===== src/rtl/cpu_pkg.sv =====
// Shared types and constants for the RV64 subset multicycle CPU.
// Latency: n/a (declarations only).
// Backpressure: n/a (declarations only).
// Contents: FSM state enum, ALU function enum, instruction class enum,
// opcode/funct constants, ALUSrcA/ALUSrcB select constants and the packed
// control-flag bundle driven by control_unit.
package cpu_pkg;

  typedef enum logic [3:0] {
    FETCH,
    DECODE,
    EXEC_R,
    EXEC_I,
    ALU_WB,
    MEM_ADDR,
    MEM_READ,
    MEM_WB,
    MEM_WRITE,
    BRANCH,
    HALT
  } state_e;

  typedef enum logic [2:0] {
    ALU_NOP = 3'b000,
    ALU_ADD = 3'b001,
    ALU_SUB = 3'b010,
    ALU_AND = 3'b011,
    ALU_OR  = 3'b100,
    ALU_XOR = 3'b101
  } alu_op_e;

  typedef enum logic [2:0] {
    CLS_R,
    CLS_I,
    CLS_LD,
    CLS_SD,
    CLS_BR,
    CLS_ILL
  } instr_class_e;

  localparam logic [6:0] OPC_R      = 7'b0110011;
  localparam logic [6:0] OPC_IMM    = 7'b0010011;
  localparam logic [6:0] OPC_LOAD   = 7'b0000011;
  localparam logic [6:0] OPC_STORE  = 7'b0100011;
  localparam logic [6:0] OPC_BRANCH = 7'b1100011;

  localparam logic [2:0] F3_ADD = 3'b000;  // add, sub, addi
  localparam logic [2:0] F3_XOR = 3'b100;
  localparam logic [2:0] F3_OR  = 3'b110;
  localparam logic [2:0] F3_AND = 3'b111;
  localparam logic [2:0] F3_D   = 3'b011;  // ld / sd doubleword
  localparam logic [2:0] F3_BEQ = 3'b000;

  localparam logic [6:0] F7_BASE = 7'b0000000;
  localparam logic [6:0] F7_SUB  = 7'b0100000;

  localparam logic       SRCA_PC   = 1'b0;
  localparam logic       SRCA_REGA = 1'b1;

  localparam logic [1:0] SRCB_REGB = 2'd0;
  localparam logic [1:0] SRCB_FOUR = 2'd1;
  localparam logic [1:0] SRCB_IMM  = 2'd2;
  localparam logic [1:0] SRCB_IMM2 = 2'd3;

  typedef struct packed {
    logic       pc_write;
    logic       pc_write_cond;
    logic       pc_source;
    logic       alu_src_a;
    logic [1:0] alu_src_b;
    alu_op_e    alu_op;
    logic       load_a_out;
    logic       load_reg_a;
    logic       load_reg_b;
    logic       reg_write;
    logic       mem_to_reg;
    logic       dmem_op;
    logic       load_mdr;
    logic       imem_read;
    logic       ir_write;
    logic       halted;
    logic       instr_retired;
  } ctrl_t;

endpackage


===== src/rtl/instr_decode.sv =====
// Classifies an instruction word and picks the R-type ALU function.
// Latency: purely combinational, zero cycles.
// Backpressure: none; output follows the input word.
// Ports: instruction (in 32), instr_class (class enum), legal (1 = supported
// encoding), r_alu_op (ALU function for R-type, ADD otherwise).
module instr_decode
  import cpu_pkg::*;
(
  input  logic [31:0]  instruction,
  output instr_class_e instr_class,
  output logic         legal,
  output alu_op_e      r_alu_op
);

  logic [6:0] opcode;
  logic [2:0] funct3;
  logic [6:0] funct7;
  logic       unused_fields;

  assign opcode = instruction[6:0];
  assign funct3 = instruction[14:12];
  assign funct7 = instruction[31:25];

  // Register and immediate fields belong to the datapath.
  assign unused_fields = ^{instruction[24:15], instruction[11:7]};

  always_comb begin
    instr_class = CLS_ILL;
    r_alu_op    = ALU_ADD;
    unique case (opcode)
      OPC_R: begin
        if (funct7 == F7_BASE) begin
          unique case (funct3)
            F3_ADD: begin instr_class = CLS_R; r_alu_op = ALU_ADD; end
            F3_XOR: begin instr_class = CLS_R; r_alu_op = ALU_XOR; end
            F3_OR:  begin instr_class = CLS_R; r_alu_op = ALU_OR;  end
            F3_AND: begin instr_class = CLS_R; r_alu_op = ALU_AND; end
            default: instr_class = CLS_ILL;
          endcase
        end else if (funct7 == F7_SUB && funct3 == F3_ADD) begin
          instr_class = CLS_R;
          r_alu_op    = ALU_SUB;
        end
      end
      OPC_IMM:    if (funct3 == F3_ADD) instr_class = CLS_I;
      OPC_LOAD:   if (funct3 == F3_D)   instr_class = CLS_LD;
      OPC_STORE:  if (funct3 == F3_D)   instr_class = CLS_SD;
      OPC_BRANCH: if (funct3 == F3_BEQ) instr_class = CLS_BR;
      default:    instr_class = CLS_ILL;
    endcase
  end

  assign legal = (instr_class != CLS_ILL);

endmodule


===== src/rtl/control_unit.sv =====
// Multicycle Moore control FSM driving the RV64 subset datapath flags.
// Latency: fetch 1+MEM_WAIT cycles, then 2..4 more per class (ld adds MEM_WAIT).
// Backpressure: none; memory latency is the fixed MEM_WAIT, halts on illegal ops.
// Ports: clk, reset (async active-low), instruction (IR contents); PC, ALU,
// register, memory and IR control flags out; halted (sticky); instr_retired.
module control_unit
  import cpu_pkg::*;
#(
  parameter int MEM_WAIT = 0
) (
  input  logic        clk,
  input  logic        reset,
  input  logic [31:0] instruction,
  output logic        PCWrite,
  output logic        PCWriteCond,
  output logic        PCSource,
  output logic        ALUSrcA,
  output logic [1:0]  ALUSrcB,
  output logic [2:0]  ALUOp,
  output logic        LoadAOut,
  output logic        LoadRegA,
  output logic        LoadRegB,
  output logic        RegWrite,
  output logic        MemToReg,
  output logic        DMemOp,
  output logic        LoadMDR,
  output logic        IMemRead,
  output logic        IRWrite,
  output logic        halted,
  output logic        instr_retired
);

  localparam logic [2:0] WAIT_LAST = MEM_WAIT[2:0];

  state_e       state, state_nxt;
  logic [2:0]   wait_cnt, wait_cnt_nxt;
  instr_class_e instr_class;
  logic         legal;
  alu_op_e      r_alu_op;
  ctrl_t        ctrl;
  logic         wait_done;

  instr_decode u_instr_decode (
    .instruction (instruction),
    .instr_class (instr_class),
    .legal       (legal),
    .r_alu_op    (r_alu_op)
  );

  assign wait_done = (wait_cnt == WAIT_LAST);

  always_ff @(posedge clk or negedge reset) begin
    if (!reset) begin
      state    <= FETCH;
      wait_cnt <= 3'd0;
    end else begin
      state    <= state_nxt;
      wait_cnt <= wait_cnt_nxt;
    end
  end

  always_comb begin
    state_nxt = state;
    unique case (state)
      FETCH:     if (wait_done) state_nxt = DECODE;
      DECODE: begin
        if (!legal) begin
          state_nxt = HALT;
        end else begin
          unique case (instr_class)
            CLS_R:          state_nxt = EXEC_R;
            CLS_I:          state_nxt = EXEC_I;
            CLS_LD, CLS_SD: state_nxt = MEM_ADDR;
            CLS_BR:         state_nxt = BRANCH;
            default:        state_nxt = HALT;
          endcase
        end
      end
      EXEC_R:    state_nxt = ALU_WB;
      EXEC_I:    state_nxt = ALU_WB;
      ALU_WB:    state_nxt = FETCH;
      MEM_ADDR:  state_nxt = (instr_class == CLS_LD) ? MEM_READ : MEM_WRITE;
      MEM_READ:  if (wait_done) state_nxt = MEM_WB;
      MEM_WB:    state_nxt = FETCH;
      MEM_WRITE: state_nxt = FETCH;
      BRANCH:    state_nxt = FETCH;
      HALT:      state_nxt = HALT;
      default:   state_nxt = HALT;
    endcase

    // Counter restarts at every state change; the exit test is equality with
    // MEM_WAIT, so it never needs to wrap.
    if (state_nxt != state) begin
      wait_cnt_nxt = 3'd0;
    end else if (state == FETCH || state == MEM_READ) begin
      wait_cnt_nxt = wait_cnt + 3'd1;
    end else begin
      wait_cnt_nxt = wait_cnt;
    end
  end

  always_comb begin
    ctrl = '0;
    unique case (state)
      FETCH: begin
        ctrl.imem_read = 1'b1;
        if (wait_done) begin
          ctrl.ir_write  = 1'b1;
          ctrl.pc_write  = 1'b1;
          ctrl.alu_src_a = SRCA_PC;
          ctrl.alu_src_b = SRCB_FOUR;
          ctrl.alu_op    = ALU_ADD;
          ctrl.pc_source = 1'b0;
        end
      end
      DECODE: begin
        // Precompute the branch target into AOut while operands load.
        ctrl.load_reg_a = 1'b1;
        ctrl.load_reg_b = 1'b1;
        ctrl.alu_src_a  = SRCA_PC;
        ctrl.alu_src_b  = SRCB_IMM2;
        ctrl.alu_op     = ALU_ADD;
        ctrl.load_a_out = 1'b1;
      end
      EXEC_R: begin
        ctrl.alu_src_a  = SRCA_REGA;
        ctrl.alu_src_b  = SRCB_REGB;
        ctrl.alu_op     = r_alu_op;
        ctrl.load_a_out = 1'b1;
      end
      EXEC_I, MEM_ADDR: begin
        ctrl.alu_src_a  = SRCA_REGA;
        ctrl.alu_src_b  = SRCB_IMM;
        ctrl.alu_op     = ALU_ADD;
        ctrl.load_a_out = 1'b1;
      end
      ALU_WB: begin
        ctrl.reg_write     = 1'b1;
        ctrl.mem_to_reg    = 1'b0;
        ctrl.instr_retired = 1'b1;
      end
      MEM_READ: ctrl.load_mdr = wait_done;
      MEM_WB: begin
        ctrl.reg_write     = 1'b1;
        ctrl.mem_to_reg    = 1'b1;
        ctrl.instr_retired = 1'b1;
      end
      MEM_WRITE: begin
        ctrl.dmem_op       = 1'b1;
        ctrl.instr_retired = 1'b1;
      end
      BRANCH: begin
        ctrl.alu_src_a     = SRCA_REGA;
        ctrl.alu_src_b     = SRCB_REGB;
        ctrl.alu_op        = ALU_SUB;
        ctrl.pc_write_cond = 1'b1;
        ctrl.pc_source     = 1'b1;
        ctrl.instr_retired = 1'b1;
      end
      HALT:    ctrl.halted = 1'b1;
      default: ctrl = '0;
    endcase
  end

  // Reset gates every flag combinationally so an in-flight write strobe
  // drops the instant reset asserts, and FETCH stays silent while held.
  assign PCWrite       = reset & ctrl.pc_write;
  assign PCWriteCond   = reset & ctrl.pc_write_cond;
  assign PCSource      = reset & ctrl.pc_source;
  assign ALUSrcA       = reset & ctrl.alu_src_a;
  assign ALUSrcB       = reset ? ctrl.alu_src_b : 2'd0;
  assign ALUOp         = reset ? ctrl.alu_op : 3'd0;
  assign LoadAOut      = reset & ctrl.load_a_out;
  assign LoadRegA      = reset & ctrl.load_reg_a;
  assign LoadRegB      = reset & ctrl.load_reg_b;
  assign RegWrite      = reset & ctrl.reg_write;
  assign MemToReg      = reset & ctrl.mem_to_reg;
  assign DMemOp        = reset & ctrl.dmem_op;
  assign LoadMDR       = reset & ctrl.load_mdr;
  assign IMemRead      = reset & ctrl.imem_read;
  assign IRWrite       = reset & ctrl.ir_write;
  assign halted        = reset & ctrl.halted;
  assign instr_retired = reset & ctrl.instr_retired;

endmodule


===== config.mk =====
export PLATFORM = sky130hd
export DESIGN_NAME = control_unit
export DESIGN_NICKNAME = d
export VERILOG_FILES = /design/src/rtl/cpu_pkg.sv /design/src/rtl/instr_decode.sv /design/src/rtl/control_unit.sv
export SDC_FILE = /design/constraint.sdc
export NUM_CORES = 1
export LEC_CHECK = 0
export CAP_MARGIN = 30
export CORE_UTILIZATION = 44
export CTS_CLUSTER_SIZE = 25
export DETAILED_ROUTE_END_ITERATION = 16
export HOLD_SLACK_MARGIN = 0.15
export PLACE_DENSITY = 0.95
export SYNTH_ARGS = -nofsm -noshare
export SYNTH_HDL_FRONTEND = slang
export SYNTH_SLANG_ARGS = --single-unit

===== constraint.sdc =====
create_clock -name clk -period 4.6 [get_ports clk]
set_input_delay 1.38 -clock clk [delete_from_list [all_inputs] [get_ports clk]]
set_output_delay 1.38 -clock clk [all_outputs]
set_load 0.05 [all_outputs]

==> results of run 1 <==
## metal layers
metal | track usage | vias up | share of wire
met5 | 0 | - | 0
li1 | - | 628 | -
met1 | 0.298 | 615 | 0.39
met2 | 0.500 | 67 | 0.55
met4 | 0.0135 | 0 | 0.0041
met3 | 0.0468 | 2 | 0.056
## state kept, by name, indices dropped and copies added, names as in the netlist
| register | flops |
|---|---|
| state | 4 |
| wait_cnt | 3 |
## layout by cell type, fill, tap and decap left out, types with 2 or more instances in the layout
| cell type | instances |
|---|---|
| sky130_fd_sc_hd__nor3_1 | 14 |
| sky130_fd_sc_hd__nand2b_1 | 5 |
| sky130_fd_sc_hd__ha_1 | 2 |
| sky130_fd_sc_hd__or2_2 | 2 |
| sky130_fd_sc_hd__inv_1 | 5 |
| sky130_fd_sc_hd__xnor2_1 | 2 |
| sky130_fd_sc_hd__nand3_1 | 4 |
| sky130_fd_sc_hd__o21a_1 | 2 |
| sky130_fd_sc_hd__nor4_1 | 2 |
| sky130_fd_sc_hd__nand4_1 | 2 |
| sky130_fd_sc_hd__o21ai_0 | 9 |
| sky130_fd_sc_hd__dfrtp_1 | 7 |
| sky130_fd_sc_hd__clkbuf_4 | 3 |
| sky130_fd_sc_hd__nand4bb_1 | 2 |
| sky130_fd_sc_hd__nor2_1 | 15 |
| sky130_fd_sc_hd__clkdlybuf4s50_1 | 14 |
| sky130_fd_sc_hd__buf_2 | 3 |
| sky130_fd_sc_hd__nand2_1 | 13 |
| sky130_fd_sc_hd__buf_4 | 10 |
| sky130_fd_sc_hd__a21oi_1 | 4 |
| sky130_fd_sc_hd__nor4_2 | 2 |
| sky130_fd_sc_hd__nor2b_1 | 7 |
| sky130_fd_sc_hd__o21ai_1 | 3 |
| sky130_fd_sc_hd__and3_1 | 5 |
| sky130_fd_sc_hd__and2_1 | 2 |
| sky130_fd_sc_hd__buf_12 | 19 |
## what timing repair did
action	4_1_cts	5_1_grt
gates cloned	0	0
hold buffers	0	0
pin swaps	5	3
endpoints found under the setup margin	3	2
gates resized for setup	11	3
buffers inserted	1	0
## worst paths after layout
path | slack (ns) | endpoint | start
max in group asynchronous | 2.83 | state[0] | reset
min in group asynchronous | 1.64 | state[2] | reset
hold reg to reg | 0.57 | wait_cnt[2] | wait_cnt[2]
hold / removal | 0.57 | wait_cnt[2] | wait_cnt[2]
setup / recovery | 0.06 | ALUOp[2] | instruction[3]
setup reg to reg | 2.55 | wait_cnt[0] | state[0]
## power by group through the flow
| stage | Clock (W) | Sequential (W) | Combinational, W |
|---|---|---|---|
| 2_1_floorplan | 0 | 0.0000627 | 0.0000214 |
| 3_3_place_gp | 0 | 0.0000627 | 0.0000455 |
| 3_5_place_dp | 0 | 0.0000627 | 0.0000483 |
| 4_1_cts | 0.0000579 | 0.0000616 | 0.0000476 |
| 5_1_grt | 0.0000608 | 0.0000616 | 0.0000517 |
| 6_report | 0.0000560 | 0.0000616 | 0.0000484 |
## cells in the mapped netlist, drive strengths merged (3+ instances only)
| cell | count | area share |
|---|---|---|
| clkbuf | 6 | 0.027 |
| dfrtp | 7 | 0.16 |
| nand3 | 4 | 0.018 |
| or2 | 3 | 0.017 |
| nand4bb | 3 | 0.035 |
| nor4 | 5 | 0.034 |
| nor2 | 16 | 0.055 |
| nand2 | 13 | 0.045 |
| o21ai | 13 | 0.063 |
| and3 | 5 | 0.029 |
| a21oi | 4 | 0.018 |
| nor3 | 15 | 0.079 |
| inv | 5 | 0.017 |
| buf | 9 | 0.058 |
| nor2b | 7 | 0.040 |
| nand2b | 5 | 0.029 |
## stage by stage
step                      area, µm²  setup TNS, ns  utilization
after detailed placement       1690         -0.493        0.742
after global placement         1690         -0.307        0.742
after global routing           1720              0        0.758
final                          1720              0        0.758
after CTS                      1710              0        0.752
after floorplan                1110              0            -
## final cells by class
cell class / instances / area, µm² / share of cell area
clock buffers: 4 / 26.3 / 0.0152
inverters: 5 / 18.8 / 0.0109
repair buffers: 48 / 631 / 0.366
well taps: 28 / 35.0 / 0.0203
multi-input cells: 127 / 838 / 0.486
flip-flops and latches: 7 / 175 / 0.102
## worst max-delay path, cell delays in order
cell and delay (ns):
sky130_fd_sc_hd__clkdlybuf4s50_1 0.40, sky130_fd_sc_hd__nand4bb_1 0.20, sky130_fd_sc_hd__or2_2 0.33, sky130_fd_sc_hd__nor3b_4 0.19, sky130_fd_sc_hd__nand3_1 0.12, sky130_fd_sc_hd__buf_4 0.17, sky130_fd_sc_hd__nor4_4 0.19, sky130_fd_sc_hd__buf_12 0.18
## logic make-up (layout without fill, tap and decap cells)
group                      count (synthesis)  after routing
muxes                                      1              1
AOI/OAI and AO/OA                         36             36
xor gates and xnor gates                   3              3
and+or+nand+nor                           85             85
DFF                                        7              7
buffers and inverters                     20             57
adders and majority gates                  2              2
==> reports/metrics.cfg, run 1 <==
[die]
floorplan.initialDensity=0.482
die_width_um=51.9
core_region_area_um2=2280
floorplan.die.height_um=51.9
std_cell_rows=17
io_pins=54
die_area_um2=2690

[power_and_ir_drop]
power.density_cell_area_nw_per_um2=96.3
power_frac_seq=0.371
combPwrFrac=0.292
switching_share=0.283
switchingPower_w=0.0000470
p_int_w=0.000119
power.ir.vdd_worst_mv=0.140
clkPwrFrac=0.337
leakage_nw=0.687
power.total_w=0.000166

[clock_network]
cts_max_path_buffers=2
tritoncts=done
cts.clk_slew.worst_paths_ns=0.05
cts_root_buffer=sky130_fd_sc_hd__clkbuf_4
clock-sinks=7
insertion_delay_ns=0.25
clock_tree.htree_level_count=1
number_of_clock_buffers_inserted_by_tritoncts=3

[placement]
numPortBuffers=38
dp.final_hpwl_um=2520
gpl.final_weighted_congestion=0.875
dp.cells=214
dp_worst_setup_slack_ns=-0.191

[sta]
max_slew.worst_pin.slew_ns=0.521
finalWorstSetupSlack_ns=0.0591
slew-limit-headroom=0.653
timing.final.hold_violations=0
fmax_mhz=220
fin_hold_ws_ns=0.573
rsz0062_at_grt=no
report.final.slew_viol_count=0
setup_viol_count_final=0
finalClockSkew_ns=0.00584
fin_crit_ns=4.54
min_period_over_period=0.987

[flow_run]
max_cap_violations=0

[finish]
final_cell_count_without_fillers=219
num_antenna_cells=0
fillCellCount=155
drive_gt1_frac=0.267
final_net_count=228
area_growth_syn_to_layout_pct=57.3

[grt]
grt_antenna_before_repair=0
grt_first_pass_wirelength_um=5380
number_of_global_route_vias_before_repair=1244
grt_remaining_overflow=0
grt_use_total=0.257
grt_max_degree=18

[synth]
ys_async_sr_fraction=1.00
postSynth.topFlopCell=sky130_fd_sc_hd__dfrtp_1
synth_cells=154
synth_fa_ha_area_frac=0.0228
post_synth_xor_xnor_area=0.0240
synthesized_netlist_net_count=190
synth_sequential_area_ratio=0.160
ys_types=54
syn_warnings=0
synth-edff-count=0
synthesized_area_per_cell_um2=7.12
synth-simple-area-share=0.445
synth.area.mux_share=0.00913
postSynthRegisterBits=7
largest_family_of_logic_cells_by_synthesized_area=simple AND/OR/NAND/NOR gates
synth-compound-area-share=0.236
synthesis.area_um2=1100

[routing]
viasPerCell=5.99
first_drt_iteration_drcs=36
detail_route.wl_per_cell_um=14.3
routed_wl_um=3130
post_route_drc_violation_count=0
drt-pass1-iter-count=4
antenna_left=0
via_count=1312

[worst_setup_path]
timing_worst_setup_path_type=in2out
crit_path_start_kind=input port
wp_data_arrival_ns=3.16
critical_path.endpoint_type=output pin
reg2regPathDepth=5
path_max_fanout=2
critical_path_rt_ns=3.22

[outcome]
run_status=completed

[min_path]
min_path_type=reg2reg
worstHoldPathCells=2

Power figures use the tool's default switching activity.
==> run 2: changes to the inputs <==
--- a/config.mk
+++ b/config.mk
@@ -6,7 +6,8 @@
 export NUM_CORES = 1
 export LEC_CHECK = 0
 export CAP_MARGIN = 30
-export CORE_UTILIZATION = 44
+export CORE_UTILIZATION = 45
+export CTS_BUF_LIST = sky130_fd_sc_hd__clkbuf_8
 export CTS_CLUSTER_SIZE = 25
 export DETAILED_ROUTE_END_ITERATION = 16
 export HOLD_SLACK_MARGIN = 0.15
==> reports/metrics.cfg, run 2 (same netlist as run 1, synthesis figures left out) <==
[clock_network]
cts_max_path_buffers=2  ; unchanged
tritoncts=done
cts.clk_slew.worst_paths_ns=0.04  ; about the same
number_of_clock_buffers_inserted_by_tritoncts=3  ; unchanged
insertion_delay_ns=0.22  ; -0.03 ns
clock-sinks=7  ; unchanged
cts_root_buffer=sky130_fd_sc_hd__clkbuf_8
clock_tree.htree_level_count=1  ; unchanged

[worst_setup_path]
reg2regPathDepth=5  ; unchanged
critical_path_rt_ns=3.22  ; about the same
critical_path.endpoint_type=output pin
timing_worst_setup_path_type=in2out
wp_data_arrival_ns=3.15  ; about the same
path_max_fanout=3  ; +1
crit_path_start_kind=input port
regToRegStartpoint=state[0]
timing.rr.end=wait_cnt[2]
r2r_slack_ns=2.54  ; about the same

[finish]
registers.top_by_ff_count=state
largest_register_ffs=4  ; unchanged
area_growth_syn_to_layout_pct=61.4
drive_gt1_frac=0.258  ; -0.00912
num_antenna_cells=0  ; unchanged
mostFrequentLayoutCells=sky130_fd_sc_hd__buf_12, sky130_fd_sc_hd__nor2_1, sky130_fd_sc_hd__nor3_1, sky130_fd_sc_hd__nand2_1, sky130_fd_sc_hd__clkdlybuf4s50_1
final_net_count=227  ; -0.44%
layout_top_registers=state: 4 flops, wait_cnt: 3 flops
final_common_cell=sky130_fd_sc_hd__buf_12

[min_path]
min_path_type=reg2reg
min_from=wait_cnt[2]
worstHoldPathCells=2  ; unchanged
worstHoldEndpoint=wait_cnt[2]

[power_and_ir_drop]
power.density_cell_area_nw_per_um2=109  ; +14%
leakage_nw=0.723  ; +5.2%
power.ir.vdd_worst_mv=0.125  ; -11%

[sta]
fin_crit_ns=4.53  ; -0.0150 ns
timing.final.hold_violations=0  ; unchanged
rsz0062_at_grt=no
setup_viol_count_final=0  ; unchanged
fmax_mhz=221  ; +0.33%
final.setup.tns_ns=0  ; unchanged
fin_hold_ws_ns=0.576  ; +0.00302 ns
finalClockSkew_ns=0.00551  ; -0.000332 ns
max_slew.worst_pin.slew_ns=0.525  ; +0.00444 ns
slew-limit-headroom=0.650  ; -0.00296
report.final.slew_viol_count=0  ; unchanged
min_period_over_period=0.984  ; -0.00326

[grt]
grt.met1_usage=0.303  ; +0.00430
global_route_track_usage_on_met2=0.504  ; +0.00439
grt_use_total=0.269  ; +0.0122
grt_antenna_before_repair=0  ; unchanged
grt_remaining_overflow=0  ; unchanged
number_of_global_route_vias_before_repair=1222  ; -1.8%
grt_max_degree=18  ; unchanged
grt.busiest_layer=met2
grt_first_pass_wirelength_um=5320  ; -1.2%
globalRouteMet3Util=0.0446  ; -0.00214

[die]
die_width_um=51.4  ; -1.1%
floorplan.die.height_um=51.4  ; -1.1%
floorplan.initialDensity=0.486  ; +0.00454
std_cell_rows=17  ; unchanged
core_region_area_um2=2250  ; -0.93%
die_area_um2=2640  ; -2.1%
io_pins=54  ; unchanged

[flow_run]
max_cap_violations=0  ; unchanged

[routing]
post_route_drc_violation_count=0  ; unchanged
detail_route.wl_per_cell_um=15.6  ; +9.4%
drt-pass1-iter-count=4  ; unchanged
routed_wl_um=3410  ; +8.9%
antenna_left=0  ; unchanged
first_drt_iteration_drcs=59  ; +64%
via_count=1314  ; +0.15%
viasPerCell=6.03  ; +0.61%

[placement]
numPortBuffers=38  ; unchanged
gpl.final_weighted_congestion=0.860  ; -1.7%
dp.final_hpwl_um=2620  ; +3.8%

[outcome]
run_status=completed

run 2: cell count changes in the layout (fill, tap and decap cells not counted), moves of 3 or more:
| cell | delta |
|---|---|
| sky130_fd_sc_hd__dlymetal6s2s_1 | +4 |
| sky130_fd_sc_hd__clkbuf_4 | -3 |
| sky130_fd_sc_hd__clkdlybuf4s50_1 | -4 |
| sky130_fd_sc_hd__clkbuf_8 | +3 |
run 2: area by class of cell:
| cell class | count | area [µm²] |
|---|---|---|
| Fill cell | 158 | 485 |
| Clock buffer | 3 | 41.3 |
| Sequential cell | 7 | 175 |
| Inverter | 5 | 18.8 |
| Timing Repair Buffer | 47 | 638 |
| Clock inverter | 1 | 3.75 |
| Multi-Input combinational cell | 127 | 857 |
| Tap cell | 28 | 35.0 |
run 2: power by group:
group	leakage (nW)	switching (W)	internal (W)
clock network	0.0269	0.0000250	0.0000575
logic	0.624	0.0000246	0.0000246
registers	0.0717	0	0.0000619
total	0.723	0.0000496	0.000144
run 2: worst max-delay path, stage by stage:
cell and delay (ns):
sky130_fd_sc_hd__dlygate4sd2_1 0.23, sky130_fd_sc_hd__or4_4 0.42, sky130_fd_sc_hd__nor3_4 0.16, sky130_fd_sc_hd__nor3b_2 0.21
sky130_fd_sc_hd__nand3_1 0.12, sky130_fd_sc_hd__buf_4 0.18, sky130_fd_sc_hd__nor4_4 0.26, sky130_fd_sc_hd__buf_12 0.18
run 2: routing by layer:
metal,wire (µm),vias to the layer above
met4,78,0
met1,1250,602
met2,1840,80
li1,-,624
met3,243,8
met5,0,-
run 2: worst max-delay path by stage:
stage | start | endpoint | cells past startpoint
6_report | instruction[28] | ALUOp[2] | 8
3_3_place_gp | instruction[28] | ALUOp[0] | 8
2_1_floorplan | instruction[28] | ALUOp[1] | 6
5_1_grt | instruction[28] | ALUOp[2] | 8
3_5_place_dp | instruction[28] | ALUOp[0] | 8
4_1_cts | instruction[28] | ALUOp[0] | 8
run 2: timing repair:
item,in CTS,in global routing
resized for setup,11,7
pin swaps,6,7
hold buffers,0,0
setup buffers,0,0
endpoints found under the setup margin,3,3
run 2: stage by stage:
step	instance area (µm²)	utilization	total power (W)	setup WS [ns]	instances
2_1_floorplan	1110	-	0.0000841	0.0121	154
3_3_place_gp	1690	0.749	0.000108	-0.149	214
3_5_place_dp	1690	0.749	0.000111	-0.248	214
4_1_cts	1730	0.768	0.000192	0.00723	218
5_1_grt	1770	0.785	0.000200	0.0126	218
6_report	1770	0.785	0.000194	0.0740	218
==> run 3: changes to the inputs <==
--- a/config.mk
+++ b/config.mk
@@ -6,12 +6,12 @@
 export NUM_CORES = 1
 export LEC_CHECK = 0
 export CAP_MARGIN = 30
-export CORE_UTILIZATION = 45
+export CORE_UTILIZATION = 42
 export CTS_BUF_LIST = sky130_fd_sc_hd__clkbuf_8
 export CTS_CLUSTER_SIZE = 25
 export DETAILED_ROUTE_END_ITERATION = 16
 export HOLD_SLACK_MARGIN = 0.15
-export PLACE_DENSITY = 0.95
+export PLACE_DENSITY = 0.92
 export SYNTH_ARGS = -nofsm -noshare
 export SYNTH_HDL_FRONTEND = slang
 export SYNTH_SLANG_ARGS = --single-unit
==> reports/metrics.cfg, run 3 (same netlist as run 1, synthesis figures left out) <==
[power_and_ir_drop]
power.density_cell_area_nw_per_um2=109  ; -0.21%
leakage_nw=0.715  ; -1.1%
power.ir.vdd_worst_mv=0.150  ; +20%

[clock_network]
clock-sinks=7  ; unchanged
insertion_delay_ns=0.22  ; about the same
number_of_clock_buffers_inserted_by_tritoncts=3  ; unchanged
cts_root_buffer=sky130_fd_sc_hd__clkbuf_8
tritoncts=done
clock_tree.htree_level_count=1  ; unchanged
cts_max_path_buffers=2  ; unchanged
cts.clk_slew.worst_paths_ns=0.04  ; about the same

[placement]
numPortBuffers=38  ; unchanged
dp.final_hpwl_um=2240  ; -14%
gpl.final_weighted_congestion=0.895  ; +4.0%
dp.cells=217  ; +1.4%
dp_worst_setup_slack_ns=-0.220  ; +0.0280 ns

[die]
std_cell_rows=18  ; +1
floorplan.initialDensity=0.442  ; -0.0437
die_area_um2=2820  ; +6.9%
floorplan.die.height_um=53.1  ; +3.4%
io_pins=54  ; unchanged
core_region_area_um2=2480  ; +9.9%
die_width_um=53.1  ; +3.4%

[grt]
grt_max_degree=18  ; unchanged
grt_remaining_overflow=0  ; unchanged
grt_use_total=0.224  ; -0.0454
number_of_global_route_vias_before_repair=1140  ; -6.7%
grt_antenna_before_repair=0  ; unchanged
grt_first_pass_wirelength_um=4740  ; -11%

[sta]
report.final.slew_viol_count=0  ; unchanged
min_period_over_period=0.980  ; -0.00367
max_slew.worst_pin.slew_ns=0.488  ; -0.0367 ns
fin_crit_ns=4.51  ; -0.0169 ns
setup_viol_count_final=0  ; unchanged
slew-limit-headroom=0.674  ; +0.0245
finalWorstSetupSlack_ns=0.0909  ; +0.0169 ns
rsz0062_at_grt=no
timing.final.hold_violations=0  ; unchanged
finalClockSkew_ns=0.00250  ; -0.00301 ns
fmax_mhz=222  ; +0.37%

[worst_setup_path]
timing.rr.end=wait_cnt[2]
r2r_slack_ns=2.57  ; +0.03 ns
timing.critical_path.cells=clkdlybuf4s50_1 -> nand4bb_4 -> or2_4 -> nor3b_4 -> nand3_2 -> a2bb2oi_1 -> nor2_1 -> clkbuf_16
critical_path_rt_ns=3.22  ; about the same
regToRegStartpoint=state[0]
timing_worst_setup_path_type=in2out
path_max_fanout=2  ; -1
critical_path.endpoint_type=output pin
reg2regPathDepth=5  ; unchanged
crit_path_start_kind=input port
critical-path-max-stage-delay_ns=0.41  ; about the same
timing.critical_path.max_delay_family=simple AND/OR/NAND/NOR gates
critical_path.n_buffers_inverters=2  ; -1
wp_data_arrival_ns=3.13  ; -0.02 ns
timing.critical_path.slowest_stage_cell=sky130_fd_sc_hd__clkdlybuf4s50_1

[routing]
wl_met3_um=204  ; -16%
drt-pass1-iter-count=5  ; +1
via_count=1297  ; -1.3%
viasPerCell=5.84  ; -3.1%
first_drt_iteration_drcs=34  ; -42%
met2_wirelength_um=1510  ; -18%
antenna_left=0  ; unchanged
routed_wl_um=2950  ; -14%
top_layer=met4
post_route_drc_violation_count=0  ; unchanged
met1Wirelength_um=1190  ; -4.6%
detail_route.wl_per_cell_um=13.3  ; -15%

[min_path]
min_from=wait_cnt[2]
worstHoldPathCells=2  ; unchanged
min_path_type=reg2reg
worstHoldEndpoint=wait_cnt[2]

[finish]
num_antenna_cells=0  ; unchanged
final_cell_count_without_fillers=222  ; +1.8%
final_net_count=229  ; +0.88%
area_growth_syn_to_layout_pct=63.1
mostFrequentLayoutCells=sky130_fd_sc_hd__buf_12, sky130_fd_sc_hd__nor2_1, sky130_fd_sc_hd__nor3_1, sky130_fd_sc_hd__clkdlybuf4s50_1, sky130_fd_sc_hd__nand2_1
largest_register_ffs=4  ; unchanged
final_core_util=0.722  ; -0.0630
layout_top_registers=state: 4 flops, wait_cnt: 3 flops
drive_gt1_frac=0.271  ; +0.0129
registers.top_by_ff_count=state
final_common_cell=sky130_fd_sc_hd__buf_12

[flow_run]
max_cap_violations=0  ; unchanged

[outcome]
run_status=completed

-- run 3: worst reg2reg max path, stage by stage (launching register included) --
cell                        delay, ns
sky130_fd_sc_hd__dfrtp_1         0.63
sky130_fd_sc_hd__nor2b_1         0.47
sky130_fd_sc_hd__o2111ai_1       0.27
sky130_fd_sc_hd__o32ai_2         0.28
sky130_fd_sc_hd__o21ai_2         0.11
sky130_fd_sc_hd__nor3_1          0.19
-- run 3: how the worst max path moves through the flow --
| stage | slack [ns] | cells past startpoint | start | to |
|---|---|---|---|---|
| after floorplan | 0.01 | 6 | instruction[28] | ALUOp[1] |
| after CTS | 0.03 | 7 | instruction[3] | ALUOp[2] |
| after global routing | 0.02 | 8 | instruction[3] | ALUOp[1] |
| after detailed placement | -0.22 | 8 | instruction[28] | ALUOp[0] |
| final | 0.09 | 8 | instruction[3] | ALUOp[1] |
| after global placement | -0.19 | 8 | instruction[28] | ALUOp[0] |
-- run 3: report_power, final --
group          total [W]  internal (W)  leakage [nW]  switching [W]
sequential     0.0000619     0.0000619        0.0717              0
combinational  0.0000500     0.0000263         0.616      0.0000237
clock          0.0000835     0.0000576        0.0269      0.0000259
total           0.000195      0.000146         0.715      0.0000495
-- run 3: routing by layer --
| metal | vias up | global-route usage |
|---|---|---|
| li1 | 629 | - |
| met1 | 590 | 0.284 |
| met2 | 70 | 0.380 |
| met3 | 8 | 0.0374 |
| met4 | 0 | 0.0746 |
| met5 | - | 0 |
-- run 3: timing repair --
| item | in CTS | in global routing |
|---|---|---|
| hold buffers | 0 | 0 |
| setup endpoints to repair | 3 | 3 |
| pin swaps | 6 | 3 |
| buffers inserted | 2 | 0 |
| resized for setup | 10 | 5 |
-- run 3: final cells by class --
cell class,count,area (µm²)
multi-input combinational,127,862
clock buffer,3,41.3
inverter,5,18.8
clock inverter,1,3.75
tap,30,37.5
timing repair buffer,49,649
fill,177,689
sequential,7,175
-- run 3: metrics by stage --
stage          hold slack (ns)  total power [W]  TNS [ns]  area (µm²)
4_1_cts                  0.583         0.000195         0        1750
2_1_floorplan            0.516        0.0000841         0        1110
6_report                 0.580         0.000195         0        1790
3_5_place_dp             0.572         0.000111    -0.603        1700
5_1_grt                  0.614         0.000206         0        1790
3_3_place_gp             0.543         0.000110    -0.462        1700
==> edit, RTL diff (config.mk and constraints of run 1) <==
Reset style: synchronous (`reset`), changed in one clocked block. Comments in the files are not updated.
--- a/src/rtl/control_unit.sv
+++ b/src/rtl/control_unit.sv
@@ -49,7 +49,7 @@
 
   assign wait_done = (wait_cnt == WAIT_LAST);
 
-  always_ff @(posedge clk or negedge reset) begin
+  always_ff @(posedge clk) begin
     if (!reset) begin
       state    <= FETCH;
       wait_cnt <= 3'd0;
Function: no difference found for any inputs over 10 cycles, from zero or initial values and one cycle with reset low; that may be too few to reach the edited logic, so the function may still have changed.
==> edit against run 1 <==
- wire length increased by 36%
- synthesized area decreased by 6.5%
- worst hold slack got worse by 0.0020 ns
- worst setup slack got worse by 0.046 ns
- design area increased by 0.87%
- highest routed layer unchanged
- clock skew decreased by 0.00093 ns
- sequential cell count unchanged
Power is left out: it rests on default switching activity, and per cell area and clock period it moved more than threefold.
==> edit: results (changes against run 1) <==
Met3 usage: 2.424% (-2.3 points)
DP Cell Count: 207 (-3.3%)
Mapped Avg Cell Area: 6.742 um2 (-5.3%)
Final Net Count: 237 (+3.9%)
Post-synthesis sequential area ratio: 13.68% (-2.3 points)
Routed length per instance: 18.64 um (+30%)
Commonest cells post-synth: nor2_1, nand2_1, clkbuf_1, nor3_1
Status: completed
Crit path DAT: 3.21 ns (+0.05 ns)
Placer congestion estimate: 0.8577 (-2.0%)
M1 GR Usage: 43.09% (+13 points)
Most used DFF post-synth: dfxtp_1
Clock Skew: 0.004909 ns (-0.0009331 ns)
Relative slew slack: 52.04% (-13 points)
Vias in the first global route: 1311 (+5.4%)
Gr usage total: 33.63% (+7.9 points)
Post-Route WL: 4251 um (+36%)
Starting DRT DRC Count: 114 (+220%)
Crit path max fanout: 3 (+1)
First-pass GRT wire length: 6513 um (+21%)
Fillers: 108 (-30%)
Hpwl dp: 2571 um (+1.9%)
Final WS setup: 0.01300 ns (-0.04606 ns)
Layout cells sized above 1: 28.00% (+1.3 points)
R2r setup slk: 2.54 ns (about the same)
Router iterations before antenna repair: 5 (+1)
Asr flop ratio synth: 0% (-100 points)
Largest net degree at the start of global routing: 23 (+5)
Worst Setup Slack post-DPL: -0.02025 ns (+0.1706 ns)
Vias: 1456 (+11%)
## edit: cells by family (layout without fill, tap and decap cells)
logic type,after synthesis,count (layout),share of synthesized area (%)
AO/OA/AOI/OAI,35,35,24.42
XOR/XNOR,2,2,1.710
adder cells (fa/ha/maj),2,2,2.442
buffers and inverters,20,68,9.279
flip-flops,7,7,13.67
multiplexers,2,2,1.954
AND/OR/NAND/NOR,84,84,46.52
## edit: metal layers
| metal | wire (um) | vias to the layer above |
|---|---|---|
| met1 | 1665 | 658 |
| met3 | 391 | 20 |
| li1 | - | 650 |
| met5 | 0 | - |
| met4 | 150 | 0 |
| met2 | 2043 | 128 |
## edit: layout make-up
cell class	instances	area (um2)	area share, %
tap	28	35.03	2.014
sequential	7	140.1	8.058
inverter	4	15.01	0.8633
clock buffer	4	26.28	1.511
timing repair buffer	60	691.9	39.78
multi-input combinational	125	830.8	47.77
## edit: through the flow
step / TNS (ns) / area, um2 / hold slack (ns)
after floorplan: 0 / 1037 / 0.5029
after global placement: 0 / 1560 / 0.5176
after detailed placement: -0.02142 / 1560 / 0.5609
after CTS: 0 / 1714 / 0.5702
after global routing: -0.03757 / 1739 / 0.6171
final: 0 / 1739 / 0.5708
## edit: path summary, 6_finish.rpt
check,startpoint,to,cells after the start
min,wait_cnt[2]$_SDFFE_PP0P_,wait_cnt[2]$_SDFFE_PP0P_,3
max,instruction[31],ALUOp[2],7
min reg2reg,wait_cnt[2]$_SDFFE_PP0P_,wait_cnt[2]$_SDFFE_PP0P_,3
max reg2reg,state[0]$_SDFF_PN0_,state[0]$_SDFF_PN0_,4
## edit: critical path, cell delays in order
cell             delay [ns]
clkdlybuf4s50_1        0.43
or4_1                  0.44
nor3_2                 0.18
nand4_1                0.14
buf_4                  0.19
nor4_4                 0.27
buf_12                 0.18
## edit: what timing repair did
action	CTS	global route
setup buffers	16	1
gates resized for setup	5	3
pin swaps	5	2
setup endpoints to repair	2	5
